==> config.mk <==
export PLATFORM = sky130hd
export DESIGN_NAME = raptor64_mcb_line_fill
export DESIGN_NICKNAME = d
export VERILOG_FILES = /design/src/rtl/raptor64_pkg.sv /design/src/rtl/raptor64_word_pack.sv /design/src/rtl/raptor64_mcb_line_fill.sv
export SDC_FILE = /design/constraint.sdc
export NUM_CORES = 1
export LEC_CHECK = 0
export CAP_MARGIN = 25
export CELL_PAD_IN_SITES_DETAIL_PLACEMENT = 0
export CELL_PAD_IN_SITES_GLOBAL_PLACEMENT = 1
export CORE_MARGIN = 4
export CORE_UTILIZATION = 26
export DETAILED_ROUTE_END_ITERATION = 16
export MAX_ROUTING_LAYER = met4
export PLACE_DENSITY_LB_ADDON = 0.1
export SLEW_MARGIN = 20
export SYNTH_ARGS = -nofsm -noshare
export SYNTH_HDL_FRONTEND = slang
export SYNTH_SLANG_ARGS = --single-unit
==> constraint.sdc <==
create_clock -name clk_i -period 1.7 [get_ports clk_i]
set_input_delay 0.34 -clock clk_i [delete_from_list [all_inputs] [get_ports clk_i]]
set_output_delay 0.34 -clock clk_i [all_outputs]
set_load 0.01 [all_outputs]
==> src/rtl/raptor64_pkg.sv <==
// raptor64_pkg
// Shared definitions for the Raptor64 cache line-fill path:
//   - MCB command codes for the cmd FIFO interface.
//   - Fill engine state enumeration.
package raptor64_pkg;

    localparam logic [2:0] MCB_CMD_WR = 3'b000;
    localparam logic [2:0] MCB_CMD_RD = 3'b001;

    typedef enum logic [1:0] {
        StIdle = 2'd0,
        StCmd  = 2'd1,
        StRead = 2'd2,
        StDone = 2'd3
    } fill_state_e;

endpackage

==> src/rtl/raptor64_word_pack.sv <==
// raptor64_word_pack
// Packs consecutive 32-bit read-FIFO words into 64-bit line RAM beats.
// Even-indexed words are held in a low-half register; an odd-indexed word
// completes the beat, which is registered and strobed on the following cycle.
//
// Ports:
//   clk_i       system clock
//   rst_i       synchronous active-high reset
//   pop_i       a word is consumed this cycle
//   word_idx_i  index of the consumed word within the line
//   data_i      consumed word
//   wr_o        beat write strobe (one cycle after the odd-word pop)
//   wr_beat_o   beat index within the line
//   wr_dat_o    beat data, lower-addressed word in bits [31:0]
module raptor64_word_pack #(
    parameter int unsigned LINE_WORDS = 8,
    localparam int unsigned WW = $clog2(LINE_WORDS),
    localparam int unsigned BW = (LINE_WORDS > 2) ? $clog2(LINE_WORDS / 2) : 1
) (
    input  logic          clk_i,
    input  logic          rst_i,
    input  logic          pop_i,
    input  logic [WW-1:0] word_idx_i,
    input  logic [31:0]   data_i,
    output logic          wr_o,
    output logic [BW-1:0] wr_beat_o,
    output logic [63:0]   wr_dat_o
);

    logic [31:0]   lo_q, lo_d;
    logic [63:0]   dat_q, dat_d;
    logic [BW-1:0] beat_q, beat_d;
    logic          wr_q, wr_d;

    always_comb begin
        lo_d   = lo_q;
        dat_d  = dat_q;
        beat_d = beat_q;
        wr_d   = 1'b0;
        if (pop_i) begin
            if (!word_idx_i[0]) begin
                lo_d = data_i;
            end else begin
                dat_d  = {data_i, lo_q};
                beat_d = BW'(word_idx_i >> 1);
                wr_d   = 1'b1;
            end
        end
    end

    always_ff @(posedge clk_i) begin
        if (rst_i) begin
            lo_q   <= '0;
            dat_q  <= '0;
            beat_q <= '0;
            wr_q   <= 1'b0;
        end else begin
            lo_q   <= lo_d;
            dat_q  <= dat_d;
            beat_q <= beat_d;
            wr_q   <= wr_d;
        end
    end

    assign wr_o      = wr_q;
    assign wr_beat_o = beat_q;
    assign wr_dat_o  = dat_q;

endmodule

==> src/rtl/raptor64_mcb_line_fill.sv <==
// raptor64_mcb_line_fill
// Cache line-fill engine. On a miss request it issues one line-aligned burst
// read on the MCB command FIFO, drains LINE_WORDS words from the read FIFO,
// packs them into 64-bit beats for the line RAM and pulses done_o.
//
// Optional feature macro: RAPTOR64_FILL_TIMEOUT_EN
//   When defined, an empty-FIFO watchdog aborts the fill after TIMEOUT
//   consecutive empty READ cycles, pulsing err_o with done_o.
//
// Ports:
//   clk_i, rst_i        clock, synchronous active-high reset
//   req_i, req_adr_i    fill request and miss address (sampled in IDLE)
//   busy_o              not IDLE
//   done_o, err_o       completion / abort pulses
//   cmd_en, cmd_instr, cmd_bl, cmd_byte_addr, cmd_full   MCB command port
//   rd_en, rd_data, rd_empty                             MCB read port
//   wr_o, wr_beat_o, wr_dat_o                            line RAM write port
module raptor64_mcb_line_fill
    import raptor64_pkg::*;
#(
    parameter int unsigned LINE_WORDS = 8,
    parameter int unsigned TIMEOUT    = 1023,
    localparam int unsigned BW = (LINE_WORDS > 2) ? $clog2(LINE_WORDS / 2) : 1
) (
    input  logic          clk_i,
    input  logic          rst_i,
    input  logic          req_i,
    input  logic [63:0]   req_adr_i,
    output logic          busy_o,
    output logic          done_o,
    output logic          err_o,
    output logic          cmd_en,
    output logic [2:0]    cmd_instr,
    output logic [5:0]    cmd_bl,
    output logic [29:0]   cmd_byte_addr,
    input  logic          cmd_full,
    output logic          rd_en,
    input  logic [31:0]   rd_data,
    input  logic          rd_empty,
    output logic          wr_o,
    output logic [BW-1:0] wr_beat_o,
    output logic [63:0]   wr_dat_o
);

    localparam int unsigned WW = $clog2(LINE_WORDS);
    localparam logic [29:0] AddrMask = 30'(LINE_WORDS * 4 - 1);
    localparam logic [WW-1:0] LastWord = WW'(LINE_WORDS - 1);

    fill_state_e   state_q, state_d;
    logic [WW-1:0] wcnt_q, wcnt_d;
    logic [29:0]   addr_q, addr_d;

`ifdef RAPTOR64_FILL_TIMEOUT_EN
    localparam int unsigned TW = $clog2(TIMEOUT + 1);
    localparam logic [TW-1:0] TmoLast = TW'(TIMEOUT - 1);

    logic [TW-1:0] tmo_q, tmo_d;
    logic          err_q, err_d;
`endif

    always_comb begin
        state_d = state_q;
        wcnt_d  = wcnt_q;
        addr_d  = addr_q;
        cmd_en  = 1'b0;
        rd_en   = 1'b0;
`ifdef RAPTOR64_FILL_TIMEOUT_EN
        tmo_d   = tmo_q;
        err_d   = err_q;
`endif
        unique case (state_q)
            StIdle: begin
`ifdef RAPTOR64_FILL_TIMEOUT_EN
                tmo_d = '0;
                err_d = 1'b0;
`endif
                if (req_i) begin
                    addr_d  = req_adr_i[29:0] & ~AddrMask;
                    wcnt_d  = '0;
                    state_d = StCmd;
                end
            end
            StCmd: begin
                cmd_en = !cmd_full;
                if (!cmd_full) begin
                    state_d = StRead;
                end
            end
            StRead: begin
                rd_en = !rd_empty;
                if (!rd_empty) begin
                    wcnt_d = wcnt_q + 1'b1;
                    if (wcnt_q == LastWord) begin
                        state_d = StDone;
                    end
`ifdef RAPTOR64_FILL_TIMEOUT_EN
                    tmo_d = '0;
                end else if (tmo_q == TmoLast) begin
                    // Watchdog expiry: abort; beats already written stay written.
                    state_d = StDone;
                    err_d   = 1'b1;
                end else begin
                    tmo_d = tmo_q + 1'b1;
`endif
                end
            end
            StDone: begin
                state_d = StIdle;
            end
            default: begin
                state_d = StIdle;
            end
        endcase
        // No pushes or pops in the reset cycle; the FIFOs are being flushed too.
        if (rst_i) begin
            cmd_en = 1'b0;
            rd_en  = 1'b0;
        end
    end

    always_ff @(posedge clk_i) begin
        if (rst_i) begin
            state_q <= StIdle;
            wcnt_q  <= '0;
            addr_q  <= '0;
`ifdef RAPTOR64_FILL_TIMEOUT_EN
            tmo_q   <= '0;
            err_q   <= 1'b0;
`endif
        end else begin
            state_q <= state_d;
            wcnt_q  <= wcnt_d;
            addr_q  <= addr_d;
`ifdef RAPTOR64_FILL_TIMEOUT_EN
            tmo_q   <= tmo_d;
            err_q   <= err_d;
`endif
        end
    end

    raptor64_word_pack #(
        .LINE_WORDS (LINE_WORDS)
    ) u_pack (
        .clk_i      (clk_i),
        .rst_i      (rst_i),
        .pop_i      (rd_en),
        .word_idx_i (wcnt_q),
        .data_i     (rd_data),
        .wr_o       (wr_o),
        .wr_beat_o  (wr_beat_o),
        .wr_dat_o   (wr_dat_o)
    );

    assign busy_o        = (state_q != StIdle);
    assign done_o        = (state_q == StDone);
    assign cmd_instr     = MCB_CMD_RD;
    assign cmd_bl        = 6'(LINE_WORDS - 1);
    assign cmd_byte_addr = addr_q;

`ifdef RAPTOR64_FILL_TIMEOUT_EN
    assign err_o = (state_q == StDone) && err_q;
`else
    assign err_o = 1'b0;
    logic unused_timeout;
    assign unused_timeout = ^TIMEOUT;
`endif

    // Only the 30-bit MCB byte address range is used.
    logic unused_adr;
    assign unused_adr = ^req_adr_i[63:30];

endmodule

==> flow_metrics.env <==
export IMPL_vias=4328
export IMPL_crit_family="buffers and inverters"
export IMPL_dp_cells=970
export IMPL_holdCritPathClass="input pin to flop"
export IMPL_grt_total_usage_pct=14.1
export IMPL_grt_max_degree=49
export IMPL_cp_start_kind="flop"
export IMPL_hpwlAfterDp_um=9590
export IMPL_wl_um=13900
export IMPL_drive_gt1_share_pct=11.1
export IMPL_die_area_sq_mm=0.0205
export IMPL_layout_nets=868
export IMPL_setup_violations=0
export IMPL_pin_count=212
export IMPL_die_y_um=143
export IMPL_relSlewSlack_pct=65.0
export IMPL_path_clk_slew_ns=0.06
export IMPL_worstSkewPairLatency_ns=0.41
export IMPL_overflow=0
export IMPL_worstPathRequired_ns=1.36
export IMPL_synthDistinctLibCells=23
export IMPL_antenna_found_initial=1
export IMPL_via_per_inst=4.31
export IMPL_drc=0
export IMPL_crit_buf_inv=1
export IMPL_initial_utilization_pct=26.4
export IMPL_synthFlopType="dfxtp_1"
export IMPL_syn_area_sq_mm=0.00474
export IMPL_final_cell_mix="nand2_1, clkdlybuf4s50_1, dfxtp_1"
export IMPL_crit_slowest_cell="clkdlybuf4s50_1"
export IMPL_status="finished clean"
export IMPL_setup_tns_ns=0
export IMPL_wl_per_cell_um=13.8
export IMPL_rsz0062_at_grt="true"
export IMPL_port_buffers=157
export IMPL_post_synth_main_area_contributors="dfxtp_1, nand2_1, a21oi_1, buf_4, buf_2"
export IMPL_ctsHtreeMaxLevel=4
export IMPL_end_kind="primary output"
export IMPL_yosys_register_bits=129
export IMPL_clock_sinks=129
export IMPL_die_w_um=143
export IMPL_finalClockSkew_ns=0.00660
export IMPL_fmax_mhz=602
export IMPL_synth_area_per_cell_sq_um=7.95
export IMPL_arrival_ns=1.32
export IMPL_max_stage_delay_ns=0.58
export IMPL_yosysWarnings=0
export IMPL_cts_tree="yes"
export IMPL_antenna_left=0
export IMPL_wl_met3_um=1070
export IMPL_synth_edf_count=0
export IMPL_wl_met1_um=6280
export IMPL_synthCells=596
export IMPL_wl_met2_um=6370
export IMPL_grt_pass1_wl_um=21900
export IMPL_maxCapViolCount=0
export IMPL_fin_crit_sh_pct=97.7
export IMPL_area_growth_syn_to_layout_pct=55.4
export IMPL_p_leak_nw=2.83
export IMPL_synth_top_cell_area_share_pct=54.5
export IMPL_layout_commonest_cell="nand2_1"
export IMPL_drtIter0Drc=152
export IMPL_cts_buffer_depth=2
export IMPL_gp_congestion=0.734
export IMPL_min_period_ns=1.66
export IMPL_grt_pass1_vias=4134
export IMPL_critPathKind="flop to primary output"
export IMPL_peakVddDrop_v=0.000671
export IMPL_hold_viol_final=0
export IMPL_synth_top_area_cell="dfxtp_1"
export IMPL_finalNonFillerCells=1004
export IMPL_row_count=49
export IMPL_worst_slew_pin_transition_ns=0.524
export IMPL_core_area_sq_mm=0.0180
export IMPL_topRoutingLayerUsed="met4"
export IMPL_cts_inserted_buffers=17
export IMPL_cp_max_fo=2
export IMPL_clockRootBuffer="clkbuf_16"
export IMPL_synth_async_sr_flop_share_pct=0
export IMPL_drt_pass1_iterations=4
export IMPL_slew_viol_final=0
export IMPL_power_per_cell_area_mw_per_mm2=1190
export IMPL_yosysSeqAreaShare_pct=54.5
export IMPL_worstPathCellList="clkdlybuf4s50_1"
==> synth_stat cells (3+ instances only) <==
cell	count
buf_2	15
clkbuf_1	17
a21oi_1	123
nand2_1	255
buf_1	4
buf_6	3
inv_1	5
nor2b_1	3
dfxtp_1	129
mux2i_1	5
buf_4	17
ha_1	6
==> final cells by class <==
class	count	area, sq um
tap	229	287
clock buffer	18	439
antenna	1	2.50
inverter	5	21.3
sequential	129	2580
timing repair buffer	189	1910
clock inverter	14	154
fill	1850	10600
multi-input combinational	419	1970
==> flip-flops by register name (all words and copies together), names as in the netlist <==
| name | cells |
|---|---|
| u_pack.wr_dat_o | 64 |
| u_pack.lo_q | 32 |
| cmd_byte_addr | 25 |
| wcnt_q | 3 |
| state_q | 2 |
| u_pack.wr_beat_o | 2 |
| u_pack.wr_o | 1 |
==> kinds of logic (layout without fill, tap and decap cells) <==
kind of cell	Yosys count	in the layout	share of synthesized area, %
AND/OR/NAND/NOR	268	268	22.3
flip-flops	129	129	54.5
AO/OA/AOI/OAI	125	125	13.4
buffers and inverters	61	226	7.05
adder cells (fa/ha/maj)	6	6	1.58
multiplexers	5	5	1.06
other	2	16	0.158
==> power by group <==
group	internal, mW	switching (mW)
Sequential	3.21	0.112
Clock	2.21	1.42
Combinational	0.953	0.847
Total	6.38	2.37
==> worst paths after layout <==
kind | startpoint | endpoint | slack [ns] | cells after the start
setup / recovery | u_pack.wr_dat_o[2]$_SDFFE_PP0P_ | wr_dat_o[2] | 0.04 | 1
hold / removal | rst_i | u_pack.lo_q[30]$_SDFFE_PP0P_ | 0.41 | 3
setup reg to reg | state_q[0]$_SDFFE_PP0P_ | state_q[1]$_SDFFE_PP0P_ | 0.08 | 7
hold reg to reg | u_pack.lo_q[27]$_SDFFE_PP0P_ | u_pack.wr_dat_o[27]$_SDFFE_PP0P_ | 0.45 | 2
==> timing repair <==
item | in CTS | in global routing
hold buffers | 0 | 0
hold endpoints to repair | 0 | 0
resized for setup | 29 | 23
setup buffers | 0 | 1
endpoints found under the setup margin | 8 | 19
pin swaps | 1 | 2
==> layer usage <==
layer,track usage [%],vias up
met5,-,-
met4,4.35,0
met3,5.79,11
met2,21.0,120
met1,17.4,1978
li1,-,2219
==> tightest hold or removal path, stage by stage <==
cell and delay, ns:
buf_4 0.15, buf_4 0.23, a21oi_1 0.05
==> through the flow <==
step / instance area (sq um) / setup slack (ns) / total power [mW] / hold slack, ns / utilization (%)
after floorplan: 4790 / 0.0937 / 4.16 / 0.432 / -
after global placement: 6660 / -0.216 / 5.01 / 0.435 / 37.1
after detailed placement: 6660 / -0.244 / 5.06 / 0.443 / 37.1
after CTS: 7280 / 0.000869 / 8.77 / 0.406 / 40.5
after global routing: 7370 / -0.0132 / 9.23 / 0.407 / 41.0
final: 7370 / 0.0388 / 8.76 / 0.413 / 41.0
(Power assumes the default switching activity.)
